## src/rtl/timing_ir_sequencer_pkg.sv

```systemverilog
// Shared constants for the 6502C cycle-timing generator and instruction register.
// Latency: n/a (types, constants and a pure helper function only).
// Backpressure: n/a.
package timing_ir_sequencer_pkg;

  // One-hot cycle states; exactly one bit is set at all times.
  typedef enum logic [6:0] {
    T0 = 7'b000_0001,
    T1 = 7'b000_0010,
    T2 = 7'b000_0100,
    T3 = 7'b000_1000,
    T4 = 7'b001_0000,
    T5 = 7'b010_0000,
    T6 = 7'b100_0000
  } t_state_e;

  // activeInt encodings: [2]=RST [1]=NMI [0]=IRQ.
  localparam logic [2:0] INT_NONE = 3'b000;
  localparam logic [2:0] INT_IRQ  = 3'b001;
  localparam logic [2:0] INT_NMI  = 3'b010;
  localparam logic [2:0] INT_RST  = 3'b100;

  localparam logic [7:0] OP_BRK = 8'h00;
  localparam logic [7:0] OP_NOP = 8'hEA;

  // KIL opcodes: x2 with upper nibble 0-7, 9, B, D, F (i.e. not 8, A, C, E).
  function automatic logic is_kil(input logic [7:0] op);
    return (op[3:0] == 4'h2) && (!op[7] || op[4]);
  endfunction

endpackage

```

## src/rtl/timing_ir_sequencer_nmi.sv

```systemverilog
// NMI falling-edge detector with a sticky pending flag and a clear input.
// Latency: pend_o rises one cycle after the clock edge that sees nmi_n_i low following high.
// Backpressure: none; runs every cycle regardless of rdy, and a new edge wins over clr_i.
module nmi_edge_detect (
  input  logic clk,
  input  logic rst,
  input  logic nmi_n_i,
  input  logic clr_i,
  output logic pend_o
);

  logic nmi_q;
  logic pend_q, pend_d;
  logic fall;

  assign fall   = nmi_q & ~nmi_n_i;
  assign pend_d = fall | (pend_q & ~clr_i);
  assign pend_o = pend_q;

  // Track the previous nmi_n level; reset seeds it with the live level so a line
  // held low through reset does not look like a fresh edge.
  always_ff @(posedge clk) begin
    if (rst) begin
      nmi_q  <= nmi_n_i;
      pend_q <= 1'b0;
    end else begin
      nmi_q  <= nmi_n_i;
      pend_q <= pend_d;
    end
  end

endmodule

```

## src/rtl/timing_ir_sequencer.sv

```systemverilog
// 6502C cycle-timing generator, instruction register, previous-opcode register and interrupt arbiter.
// Latency: OP/prevOP/activeInt update at the T1 fetch edge (valid in T2); T advances one state per rdy cycle.
// Backpressure: rdy=0 freezes T, OP, prevOP, activeInt and the sampled interrupt; NMI edges are still captured.
// Optional: define TIMING_KIL_EN to halt on KIL opcodes; otherwise halted is tied 0.
module timing_ir_sequencer
  import timing_ir_sequencer_pkg::*;
#(
  parameter logic [7:0] BRK_OP   = OP_BRK,
  parameter logic [7:0] RESET_OP = OP_NOP
) (
  input  logic       clk,
  input  logic       rst,
  input  logic       rdy,
  input  logic [7:0] din,
  input  logic       last_cycle,
  input  logic       skip_cycle,
  input  logic       flag_i,
  input  logic       nmi_n,
  input  logic       irq_n,
  output logic [6:0] T,
  output logic [7:0] OP,
  output logic [7:0] prevOP,
  output logic [2:0] activeInt,
  output logic       sync,
  output logic       halted
);

  t_state_e   t_q, t_d;
  logic [7:0] op_q, prev_q;
  logic [2:0] act_q;
  logic [2:0] src_q, src_next;   // interrupt chosen at the last-cycle edge, one-hot or zero
  logic       rst_pend_q;
  logic       nmi_pend;
  logic       halted_w;
  logic       kil_hit;
  logic       fetch;
  logic       load_src;

  assign fetch    = rdy && !halted_w && (t_q == T1);
  // Entering T1 means the previous instruction (or reset's T0) just ended.
  assign load_src = (t_q != T1) && (t_d == T1);

  assign src_next = rst_pend_q            ? INT_RST :
                    nmi_pend              ? INT_NMI :
                    (!irq_n && !flag_i)   ? INT_IRQ : INT_NONE;

  nmi_edge_detect u_nmi (
    .clk    (clk),
    .rst    (rst),
    .nmi_n_i(nmi_n),
    .clr_i  (fetch && (src_q == INT_NMI)),
    .pend_o (nmi_pend)
  );

`ifdef TIMING_KIL_EN
  logic halted_q;
  // An interrupt fetch forces BRK, so only a genuinely fetched KIL opcode halts.
  assign kil_hit  = (src_q == INT_NONE) && is_kil(din);
  assign halted_w = halted_q;

  // Sticky halt flag, left only through reset.
  always_ff @(posedge clk) begin
    if (rst)                   halted_q <= 1'b0;
    else if (fetch && kil_hit) halted_q <= 1'b1;
  end
`else
  assign kil_hit  = 1'b0;
  assign halted_w = 1'b0;
`endif

  // Cycle-state register.
  always_ff @(posedge clk) begin
    if (rst) t_q <= T0;
    else     t_q <= t_d;
  end

  // Next cycle state: last_cycle beats skip_cycle, skips saturate at T6, T6 always exits.
  always_comb begin
    t_d = t_q;
    if (rdy && !halted_w) begin
      case (t_q)
        T0:      t_d = T1;
        T1:      t_d = kil_hit ? T0 : T2;
        T2:      t_d = last_cycle ? T1 : (skip_cycle ? T4 : T3);
        T3:      t_d = last_cycle ? T1 : (skip_cycle ? T5 : T4);
        T4:      t_d = last_cycle ? T1 : (skip_cycle ? T6 : T5);
        T5:      t_d = last_cycle ? T1 : T6;
        T6:      t_d = T1;
        default: t_d = T0;
      endcase
    end
  end

  // Instruction register, previous-opcode register and interrupt arbitration.
  always_ff @(posedge clk) begin
    if (rst) begin
      op_q       <= 8'h00;
      prev_q     <= RESET_OP;
      act_q      <= INT_NONE;
      src_q      <= INT_NONE;
      rst_pend_q <= 1'b1;
    end else begin
      if (load_src) src_q <= src_next;
      if (fetch) begin
        // The reset BRK follows no real instruction, so nothing may be written back.
        prev_q <= (src_q == INT_RST) ? RESET_OP : op_q;
        op_q   <= (src_q != INT_NONE) ? BRK_OP : din;
        act_q  <= src_q;
        if (src_q == INT_RST) rst_pend_q <= 1'b0;
      end
    end
  end

  assign T         = t_q;
  assign OP        = op_q;
  assign prevOP    = prev_q;
  assign activeInt = act_q;
  assign sync      = (t_q == T1);
  assign halted    = halted_w;

endmodule

```

## config.mk

```make
export PLATFORM = sky130hd
export DESIGN_NAME = timing_ir_sequencer
export DESIGN_NICKNAME = d
export VERILOG_FILES = /design/src/rtl/timing_ir_sequencer_pkg.sv /design/src/rtl/timing_ir_sequencer_nmi.sv /design/src/rtl/timing_ir_sequencer.sv
export SDC_FILE = /design/constraint.sdc
export NUM_CORES = 1
export LEC_CHECK = 0
export BUFFER_PORTS_ARGS = -buffer_cell sky130_fd_sc_hd__buf_4
export CAP_MARGIN = 20
export CORE_MARGIN = 10
export CORE_UTILIZATION = 54
export CTS_CLUSTER_DIAMETER = 30
export CTS_CLUSTER_SIZE = 24
export DETAILED_ROUTE_END_ITERATION = 8
export PLACE_DENSITY = 0.83
export SYNTH_ARGS = -nofsm -noshare
export SYNTH_HDL_FRONTEND = slang
export SYNTH_SLANG_ARGS = --single-unit
```

## constraint.sdc

```tcl
create_clock -name clk -period 2.4 [get_ports clk]
set_input_delay 0 -clock clk [delete_from_list [all_inputs] [get_ports clk]]
set_output_delay 0 -clock clk [all_outputs]
set_load 0.1 [all_outputs]
```

==> impl_metrics.env, run 1 <==
export IMPL_start_kind="flop"
export IMPL_ctsResizeCount=0
export IMPL_synth_seq_area_share=0.4221
export IMPL_wl_per_cell_um=14.56
export IMPL_avgSynthCellArea_um2=8.339
export IMPL_antenna_cells=0
export IMPL_grt_overflow=0
export IMPL_antenna_found_initial=0
export IMPL_synthArstFlopShare=0
export IMPL_grt_max_degree=26
export IMPL_dieArea_um2=5331
export IMPL_power_leakage_nw=0.7712
export IMPL_synth_seq_cells=32
export IMPL_netlist_area_um2=1518
export IMPL_fin_tns_setup_ns=0
export IMPL_drtIter0Drc=122
export IMPL_io_buffer_count=42
export IMPL_die_height_um=73.02
export IMPL_tightest_slew_ns=0.9248
export IMPL_r2r_slack_ns=0.53
export IMPL_min_period_over_period=0.7779
export IMPL_fin_worst_skew_ns=0.006796
export IMPL_coreArea_um2=2710
export IMPL_area_growth_pct=30.26
export IMPL_maxSlewHeadroom=0.3787
export IMPL_finalWorstPathRequiredPeriod_ns=1.867
export IMPL_placed_cells=244
export IMPL_yosysUniqueCellTypes=38
export IMPL_crit_path_end_kind="flop"
export IMPL_grt_usage=0.1507
export IMPL_grt_pass1_wl_mm=6.548
export IMPL_crit_slowest_cell="nor3_4"
export IMPL_synth_edf_count=0
export IMPL_hold_path_class="in2reg"
export IMPL_hpwl_mm=2.770
export IMPL_die_x_um=73.02
export IMPL_cp_data_arrival_time_ns=2.13
export IMPL_nNetsFinal=248
export IMPL_htreeDepth=2
export IMPL_drv_slew=0
export IMPL_hold_depth=2
export IMPL_r2r_cells=5
export IMPL_syn_num_nets=198
export IMPL_path_cells="nor3_4 > nand3_2 > nor3_4 > nand3_1 > a21oi_1"
export IMPL_fmaxAchievable_mhz=535.6
export IMPL_yosys_warnings=0
export IMPL_status="complete, no violations"
export IMPL_rr_endpoint="OP[2]$_SDFFE_PP0P_"
export IMPL_start_util=0.5600
export IMPL_ir_drop_uv=464.0
export IMPL_post_cts_buffers=0
export IMPL_drcViolationCount=0
export IMPL_rsz0062_at_grt="no"
export IMPL_ant_nets=0
export IMPL_vias=1474
export IMPL_first_pass_iters=4
export IMPL_synthFlopType="dfxtp_1"
export IMPL_required_ns=2.67
export IMPL_worstHoldStart="rst"
export IMPL_routed_wl_mm=3.845
export IMPL_grt_pass1_vias=1447
export IMPL_root_buffer="clkbuf_4"
export IMPL_clk_latency_ns=0.33
export IMPL_min_to="T[3]$_SDFF_PP0_"
export IMPL_vias_per_cell=5.583
export IMPL_cts_buffers=5
export IMPL_num_rows=19
export IMPL_critPathMaxFanout=19
export IMPL_gpl_final_weighted_congestion=0.8254
export IMPL_path_class="reg2reg"
export IMPL_cts_buffer_depth=2
export IMPL_cpMostUsedCell="nor3_4"
export IMPL_power_per_cell_area_nw_per_um2=579.5
export IMPL_setup_viol=0
export IMPL_io_pins=44
export IMPL_fin_cells=264
export IMPL_maxCapViolCount=0
export IMPL_syn_inst=182
export IMPL_layout_drive_gt1_share=0.2661
export IMPL_r2r_start="T[5]$_SDFF_PP0_"
export IMPL_crit_path_max_incr_delay_ns=0.58
export IMPL_hold_violations=0
export IMPL_cts_tree="yes"
export IMPL_clkTransAtPathRegs_ns=0.10
export IMPL_clock_sinks=32
-- cell type report --
class / count / area [um2]
multi-input combinational: 137 / 774.5
fill: 224 / 733.2
clock buffer: 5 / 37.54
timing repair buffer: 54 / 435.4
tap: 31 / 38.79
inverter: 2 / 7.507
clock inverter: 3 / 42.54
sequential: 32 / 640.6
-- per-layer routing --
layer,global-route usage,wire length [um],vias to the layer above
met3,0.06667,301,6
met5,0,0,-
li1,-,-,734
met1,0.1640,1587,685
met4,0.06751,40,0
met2,0.2455,1915,49
-- where the power goes --
part	internal (mW)	leakage [nW]	switching [mW]
registers	0.542	0.259	0.0179
clock network	0.217	0.0412	0.190
logic	0.0573	0.471	0.121
total	0.816	0.771	0.329
-- worst max path at each step --
stage | cells past startpoint | slack [ns] | end | from
global placement | 5 | 0.68 | OP[2]$_SDFFE_PP0P_ | T[4]$_SDFF_PP0_
CTS | 5 | 0.56 | OP[2]$_SDFFE_PP0P_ | T[4]$_SDFF_PP0_
global route | 5 | 0.34 | OP[2]$_SDFFE_PP0P_ | T[4]$_SDFF_PP0_
finish | 5 | 0.53 | OP[2]$_SDFFE_PP0P_ | T[5]$_SDFF_PP0_
floorplan | 6 | 0.08 | src_q[0]$_SDFFE_PP0P_ | T[3]$_SDFF_PP0_
detailed placement | 5 | 0.58 | OP[2]$_SDFFE_PP0P_ | T[4]$_SDFF_PP0_
-- synthesized netlist by cell type, types with 3 or more instances --
master / count / area (um2)
dfxtp_1: 32 / 640.6
nand2_1: 28 / 105.1
a21oi_1: 22 / 110.1
nor2_1: 16 / 60.06
nand3_1: 15 / 75.07
o21ai_0: 7 / 35.03
o21ai_1: 6 / 30.03
buf_6: 5 / 56.30
nand2b_1: 5 / 31.28
nor3_2: 4 / 40.04
a32oi_1: 3 / 26.28
nor2b_1: 3 / 18.77
nor3_1: 3 / 15.01
nor4_1: 3 / 18.77
-- stage by stage --
step / instance area [um2] / setup slack [ns] / hold slack, ns / util / total power [mW]
2_1_floorplan: 1525 / 0.08280 / 0.02772 / - / 0.6935
6_report: 1977 / 0.5330 / 0.01625 / 0.7295 / 1.146
3_5_place_dp: 1777 / 0.5759 / 0.1153 / 0.6556 / 0.7351
4_1_cts: 1977 / 0.5569 / 0.006765 / 0.7295 / 1.154
5_1_grt: 1977 / 0.3396 / 0.007292 / 0.7295 / 1.197
3_3_place_gp: 1777 / 0.6754 / 0.1119 / 0.6556 / 0.7327
-- critical path: cells and delay by family (launching register included) --
kind | cells | cell delay [ns]
compound gates | 1 | 0.18
flops | 1 | 0.45
simple gates | 4 | 1.17
-- timing repair --
item | in CTS | in global routing
hold buffers | 12 | 0
endpoints found under the hold margin | 13 | 0
endpoints found under the setup margin | 0 | 0
-- state kept, by name (all words and copies together) (netlist names) --
name,cells
activeInt,3
src_q,3
u_nmi.pend_o,1
prevOP,8
rst_pend_q,1
T,7
OP,8
u_nmi.nmi_q,1
-- layout by cell type (no fill, tap or decap), drive strengths merged --
cell type	count
nor4b	1
nor2b	3
nor3	9
a31oi	1
o21ai	13
dlygate4sd3	12
xor2	2
a32oi	3
o31ai	1
clkinv	2
nor3b	1
bufinv	1
dfxtp	32
clkbuf	5
nand3	16
nand2	28
mux2i	2
nand4	2
a21oi	22
clkinvlp	1
and3	1
a221oi	1
buf	42
inv	1
or3	1
and2	2
conb	1
nand2b	5
nor2	17
o211ai	1
or4	1
nor4	3
-- kinds of logic after synthesis --
logic type	after synthesis	share of synthesized area
flip-flops	32	0.4221
other	1	0.002471
XOR/XNOR	2	0.01154
multiplexers	2	0.01319
buffers and inverters	13	0.07253
AO/OA/AOI/OAI	42	0.1525
AND/OR/NAND/NOR	90	0.3256
No activity file was read; power rests on OpenSTA's default activity.
==> run 2: changes to the inputs <==
--- a/config.mk
+++ b/config.mk
@@ -8,11 +8,11 @@
 export BUFFER_PORTS_ARGS = -buffer_cell sky130_fd_sc_hd__buf_4
 export CAP_MARGIN = 20
 export CORE_MARGIN = 10
-export CORE_UTILIZATION = 54
+export CORE_UTILIZATION = 51
 export CTS_CLUSTER_DIAMETER = 30
 export CTS_CLUSTER_SIZE = 24
 export DETAILED_ROUTE_END_ITERATION = 8
-export PLACE_DENSITY = 0.83
+export PLACE_DENSITY = 0.79
 export SYNTH_ARGS = -nofsm -noshare
 export SYNTH_HDL_FRONTEND = slang
 export SYNTH_SLANG_ARGS = --single-unit
==> constraint.sdc (replaced) <==
create_clock -name clk -period 1.9 [get_ports clk]
set_input_delay 0 -clock clk [delete_from_list [all_inputs] [get_ports clk]]
set_output_delay 0 -clock clk [all_outputs]
set_load 0.1 [all_outputs]
==> impl_metrics.env, run 2 (synthesis gave the netlist of run 1 again) <==
export IMPL_finalWorstPathRequiredPeriod_ns=1.654
export IMPL_critPathMaxFanout=9
export IMPL_antenna_found_initial=0
export IMPL_fmaxAchievable_mhz=604.6
export IMPL_maxCapViolCount=0
export IMPL_fin_tns_setup_ns=0
export IMPL_total_power_mw=1.452
export IMPL_path_class="reg2reg"
export IMPL_grt_max_degree=26
export IMPL_r2r_cells=5
export IMPL_p_seq_frac=0.484
export IMPL_htreeDepth=2
export IMPL_area_growth_pct=33.14
export IMPL_dieArea_um2=5558
export IMPL_gpl_final_weighted_congestion=0.8384
export IMPL_clk_latency_ns=0.34
export IMPL_vias_per_cell=5.448
export IMPL_clock_sinks=32
export IMPL_nFillCells=241
export IMPL_hold_path_class="in2reg"
export IMPL_cts_tree="yes"
export IMPL_timing_hold_ws_ns=0.004124
export IMPL_post_place_ws_ns=0.2528
export IMPL_drtIter0Drc=154
export IMPL_fin_worst_skew_ns=0.01470
export IMPL_final_common_cell="buf_4"
export IMPL_p_switching_uw=419.6
export IMPL_layout_drive_gt1_share=0.3038
export IMPL_nNetsFinal=252
export IMPL_die_x_um=74.55
export IMPL_first_pass_iters=4
export IMPL_switching_share=0.2889
export IMPL_root_buffer="clkbuf_4"
export IMPL_cp_data_arrival_time_ns=1.92
export IMPL_rsz0062_at_grt="no"
export IMPL_drcViolationCount=0
export IMPL_setup_viol=0
export IMPL_hold_violations=0
export IMPL_power_per_cell_area_nw_per_um2=718.8
export IMPL_crit_path_end_kind="flop"
export IMPL_ant_nets=0
export IMPL_wl_per_cell_um=14.92
export IMPL_hold_depth=2
export IMPL_tightest_slew_ns=0.5249
export IMPL_cts_hold_buf=12
export IMPL_cts_buffer_depth=2
export IMPL_clkTransAtPathRegs_ns=0.11
export IMPL_required_ns=2.16
export IMPL_coreArea_um2=2805
export IMPL_grt_overflow=0
export IMPL_placed_cells=248
export IMPL_ctsResizeCount=0
export IMPL_num_rows=19
export IMPL_cts_buffers=5
export IMPL_power_leakage_nw=0.7987
export IMPL_start_kind="flop"
export IMPL_fin_cells=268
export IMPL_grt_usage=0.1472
export IMPL_die_height_um=74.55
export IMPL_min_period_over_period=0.8706
export IMPL_maxSlewHeadroom=0.6496
export IMPL_fin_ws_ns=0.2459
export IMPL_register_area_um2=655.6
export IMPL_routed_wl_mm=3.998
export IMPL_drv_slew=0
export IMPL_vias=1460
export IMPL_io_pins=44
export IMPL_final_cell_mix="buf_4 (46), nand2_1 (28), dfxtp_1 (26), a21oi_1 (22)"
export IMPL_io_buffer_count=42
export IMPL_multi_input_area_um2=774.5
export IMPL_antenna_cells=0
export IMPL_grt_pass1_wl_mm=6.327
export IMPL_p_int_mw=1.033
export IMPL_start_util=0.5410
export IMPL_post_cts_buffers=0
export IMPL_grt_pass1_vias=1335
export IMPL_comb_power_share=0.159
export IMPL_ir_drop_uv=569.9
export IMPL_status="complete, no violations"
export IMPL_hpwl_mm=2.740
export IMPL_pwr_share_clk=0.357
==> run 2: cell count changes in the layout (fill, tap and decap cells not counted) <==
cell / change
buf_4: +4
dfxtp_2: +3
clkinvlp_4: -1
dfxtp_4: +3
dfxtp_1: -6
inv_4: +1
==> run 2: per-stage QoR <==
step,util,instance area (um2)
floorplan,-,1540
global placement,0.6494,1822
detailed placement,0.6494,1822
CTS,0.7203,2021
global route,0.7203,2021
finish,0.7203,2021
==> run 2: worst max-delay path, cell delays in order, from the launching register on <==
cell	delay, ns
dfxtp_2	0.39
nor4b_2	0.32
a221oi_1	0.12
nor4_1	0.42
o21ai_0	0.17
a21oi_1	0.17
==> run 2: power by group through the flow <==
stage / Combinational, mW / Sequential (mW) / Clock [mW]
after detailed placement: 0.212 / 0.718 / 0
after global routing: 0.247 / 0.706 / 0.560
after floorplan: 0.0984 / 0.774 / 0
final: 0.231 / 0.703 / 0.518
after CTS: 0.231 / 0.702 / 0.527
after global placement: 0.209 / 0.717 / 0
==> run 2: routing by layer <==
metal  vias up  share of wire  global-route usage
met3         4          0.070             0.05585
met4         0          0.011             0.06513
met5         -              0                   0
met1       672           0.42              0.1703
li1        743              -                   -
met2        41           0.50              0.2373
==> run 2: cell type report <==
| cell class | count | area share |
|---|---|---|
| Clock buffer | 5 | 0.01858 |
| Clock inverter | 3 | 0.02043 |
| Timing Repair Buffer | 58 | 0.2303 |
| Tap cell | 31 | 0.01920 |
| Sequential cell | 32 | 0.3245 |
| Inverter | 2 | 0.003715 |
| Multi-Input combinational cell | 137 | 0.3833 |
==> run 2: worst paths after layout <==
kind / from / endpoint / slack (ns)
worst max register to register: T[2]$_SDFF_PP0_ / src_q[1]$_SDFFE_PP0P_ / 0.25
worst min register to register: u_nmi.nmi_q$_DFF_P_ / u_nmi.pend_o$_SDFF_PP0_ / 0.47
worst min-delay path: rst / OP[4]$_SDFFE_PP0P_ / 0.004
worst max-delay path: T[2]$_SDFF_PP0_ / src_q[1]$_SDFFE_PP0P_ / 0.25
==> run 3: changes to the inputs <==
--- a/config.mk
+++ b/config.mk
@@ -7,6 +7,7 @@
 export LEC_CHECK = 0
 export BUFFER_PORTS_ARGS = -buffer_cell sky130_fd_sc_hd__buf_4
 export CAP_MARGIN = 20
+export CORE_ASPECT_RATIO = 0.9
 export CORE_MARGIN = 10
 export CORE_UTILIZATION = 51
 export CTS_CLUSTER_DIAMETER = 30
==> impl_metrics.env, run 3 (synthesis gave the netlist of run 1 again) <==
export IMPL_rsz0062_at_grt="no"
export IMPL_final_common_cell="buf_4"
export IMPL_io_pins=44
export IMPL_fmaxAchievable_mhz=589.4
export IMPL_drtIter0Drc=179
export IMPL_grt_max_degree=26
export IMPL_finalWorstPathRequiredPeriod_ns=1.697
export IMPL_maxCapViolCount=0
export IMPL_nFillCells=225
export IMPL_area_growth_pct=33.39
export IMPL_cts_tree="yes"
export IMPL_final_cell_mix="buf_4 (45), nand2_1 (28), dfxtp_1 (26), a21oi_1 (22)"
export IMPL_root_buffer="clkbuf_4"
export IMPL_ant_nets=0
export IMPL_drcViolationCount=0
export IMPL_ir_drop_uv=597.6
export IMPL_required_ns=2.11
export IMPL_wl_per_cell_um=15.05
export IMPL_routed_wl_mm=4.169
export IMPL_grt_overflow=0
export IMPL_grt_pass1_wl_mm=6.927
export IMPL_drv_slew=0
export IMPL_io_buffer_count=42
export IMPL_critPathMaxFanout=10
export IMPL_fin_cells=277
export IMPL_cts_buffers=5
export IMPL_htreeDepth=2
export IMPL_gpl_final_weighted_congestion=0.8129
export IMPL_path_class="reg2reg"
export IMPL_min_period_over_period=0.8930
export IMPL_coreArea_um2=2793
export IMPL_clk_latency_ns=0.34
export IMPL_power_leakage_nw=0.7913
export IMPL_status="complete, no violations"
export IMPL_crit_start="T[5]$_SDFF_PP0_"
export IMPL_hpwl_mm=2.858
export IMPL_setup_viol=0
export IMPL_grt_pass1_vias=1442
export IMPL_cts_buffer_depth=2
export IMPL_die_height_um=71.75
export IMPL_fin_ws_ns=0.2033
export IMPL_crit_slowest_cell="or4_4"
export IMPL_nNetsFinal=251
export IMPL_tightest_slew_ns=0.5730
export IMPL_final_area_um2=2024
export IMPL_r2r_start="T[5]$_SDFF_PP0_"
export IMPL_num_rows=18
export IMPL_critPathBufInv=0
export IMPL_die_x_um=77.50
export IMPL_dieArea_um2=5561
export IMPL_start_util=0.5435
export IMPL_total_power_mw=1.443
export IMPL_start_kind="flop"
export IMPL_placed_cells=256
export IMPL_crit_path_end_kind="flop"
export IMPL_post_cts_buffers=0
export IMPL_worstHoldStart="rst"
export IMPL_clock_sinks=32
export IMPL_path_delay_family="simple AND/OR/NAND/NOR gates"
export IMPL_post_place_ws_ns=0.2381
export IMPL_hold_path_class="in2reg"
export IMPL_fin_tns_setup_ns=0
export IMPL_vias=1520
export IMPL_crit_path_max_incr_delay_ns=0.53
export IMPL_antenna_found_initial=1
export IMPL_vias_per_cell=5.487
export IMPL_hold_violations=0
export IMPL_path_cells="nor2_1 > a221oi_1 > or4_4 > nand3_1 > a21oi_1"
export IMPL_first_pass_iters=4
export IMPL_grt_usage=0.1499
export IMPL_cp_data_arrival_time_ns=1.91
export IMPL_clkTransAtPathRegs_ns=0.11
export IMPL_power_per_cell_area_nw_per_um2=712.6
export IMPL_fin_worst_skew_ns=0.01405
export IMPL_postPlaceCellArea_um2=1826
export IMPL_layout_drive_gt1_share=0.2966
export IMPL_maxSlewHeadroom=0.6175
==> run 3: cell types whose count changed in the layout (fill, tap and decap cells not counted), sizes merged <==
cell	previous run	this run
buf	46	45
inv	2	1
clkbuf	5	6
diode	0	1
==> run 3: metrics by stage <==
| step | hold WS (ns) | utilization |
|---|---|---|
| 6_report | 0.01938 | 0.7249 |
| 5_1_grt | 0.02357 | 0.7249 |
| 3_5_place_dp | 0.1155 | 0.6537 |
| 4_1_cts | 0.003869 | 0.7240 |
| 2_1_floorplan | 0.02772 | - |
| 3_3_place_gp | 0.1109 | 0.6537 |
==> run 3: worst paths after layout <==
kind | to | slack, ns | cells after the start
min | OP[4]$_SDFFE_PP0P_ | 0.02 | 2
min reg2reg | u_nmi.pend_o$_SDFF_PP0_ | 0.46 | 2
max reg2reg | src_q[0]$_SDFFE_PP0P_ | 0.20 | 5
max | src_q[0]$_SDFFE_PP0P_ | 0.20 | 5
==> run 3: repair_timing <==
item,CTS,global route
endpoints found under the hold margin,12,0
endpoints found under the setup margin,0,0
hold buffers,12,0
gates resized for setup,0,0
==> run 3: area by class of cell <==
cell class | instances | area (um2) | area share
Clock buffer | 6 | 41.29 | 0.02040
Antenna cell | 1 | 2.502 | 0.001236
Tap cell | 40 | 50.05 | 0.02472
Sequential cell | 32 | 655.6 | 0.3239
Clock inverter | 2 | 35.03 | 0.01731
Timing Repair Buffer | 57 | 457.9 | 0.2262
Inverter | 2 | 7.507 | 0.003708
Multi-Input combinational cell | 137 | 774.5 | 0.3826
==> run 3: power by group <==
part           total [mW]  leakage, nW  internal, mW  switching, mW
registers           0.704        0.263         0.681         0.0232
logic               0.232        0.486        0.0766          0.156
clock network       0.506       0.0422         0.276          0.231
==> run 3: routing by layer <==
metal	vias up	track usage	share of wire
li1	739	-	-
met1	701	0.1694	0.40
met2	68	0.2403	0.48
met3	12	0.05611	0.092
met4	0	0.08300	0.024
met5	-	0	0
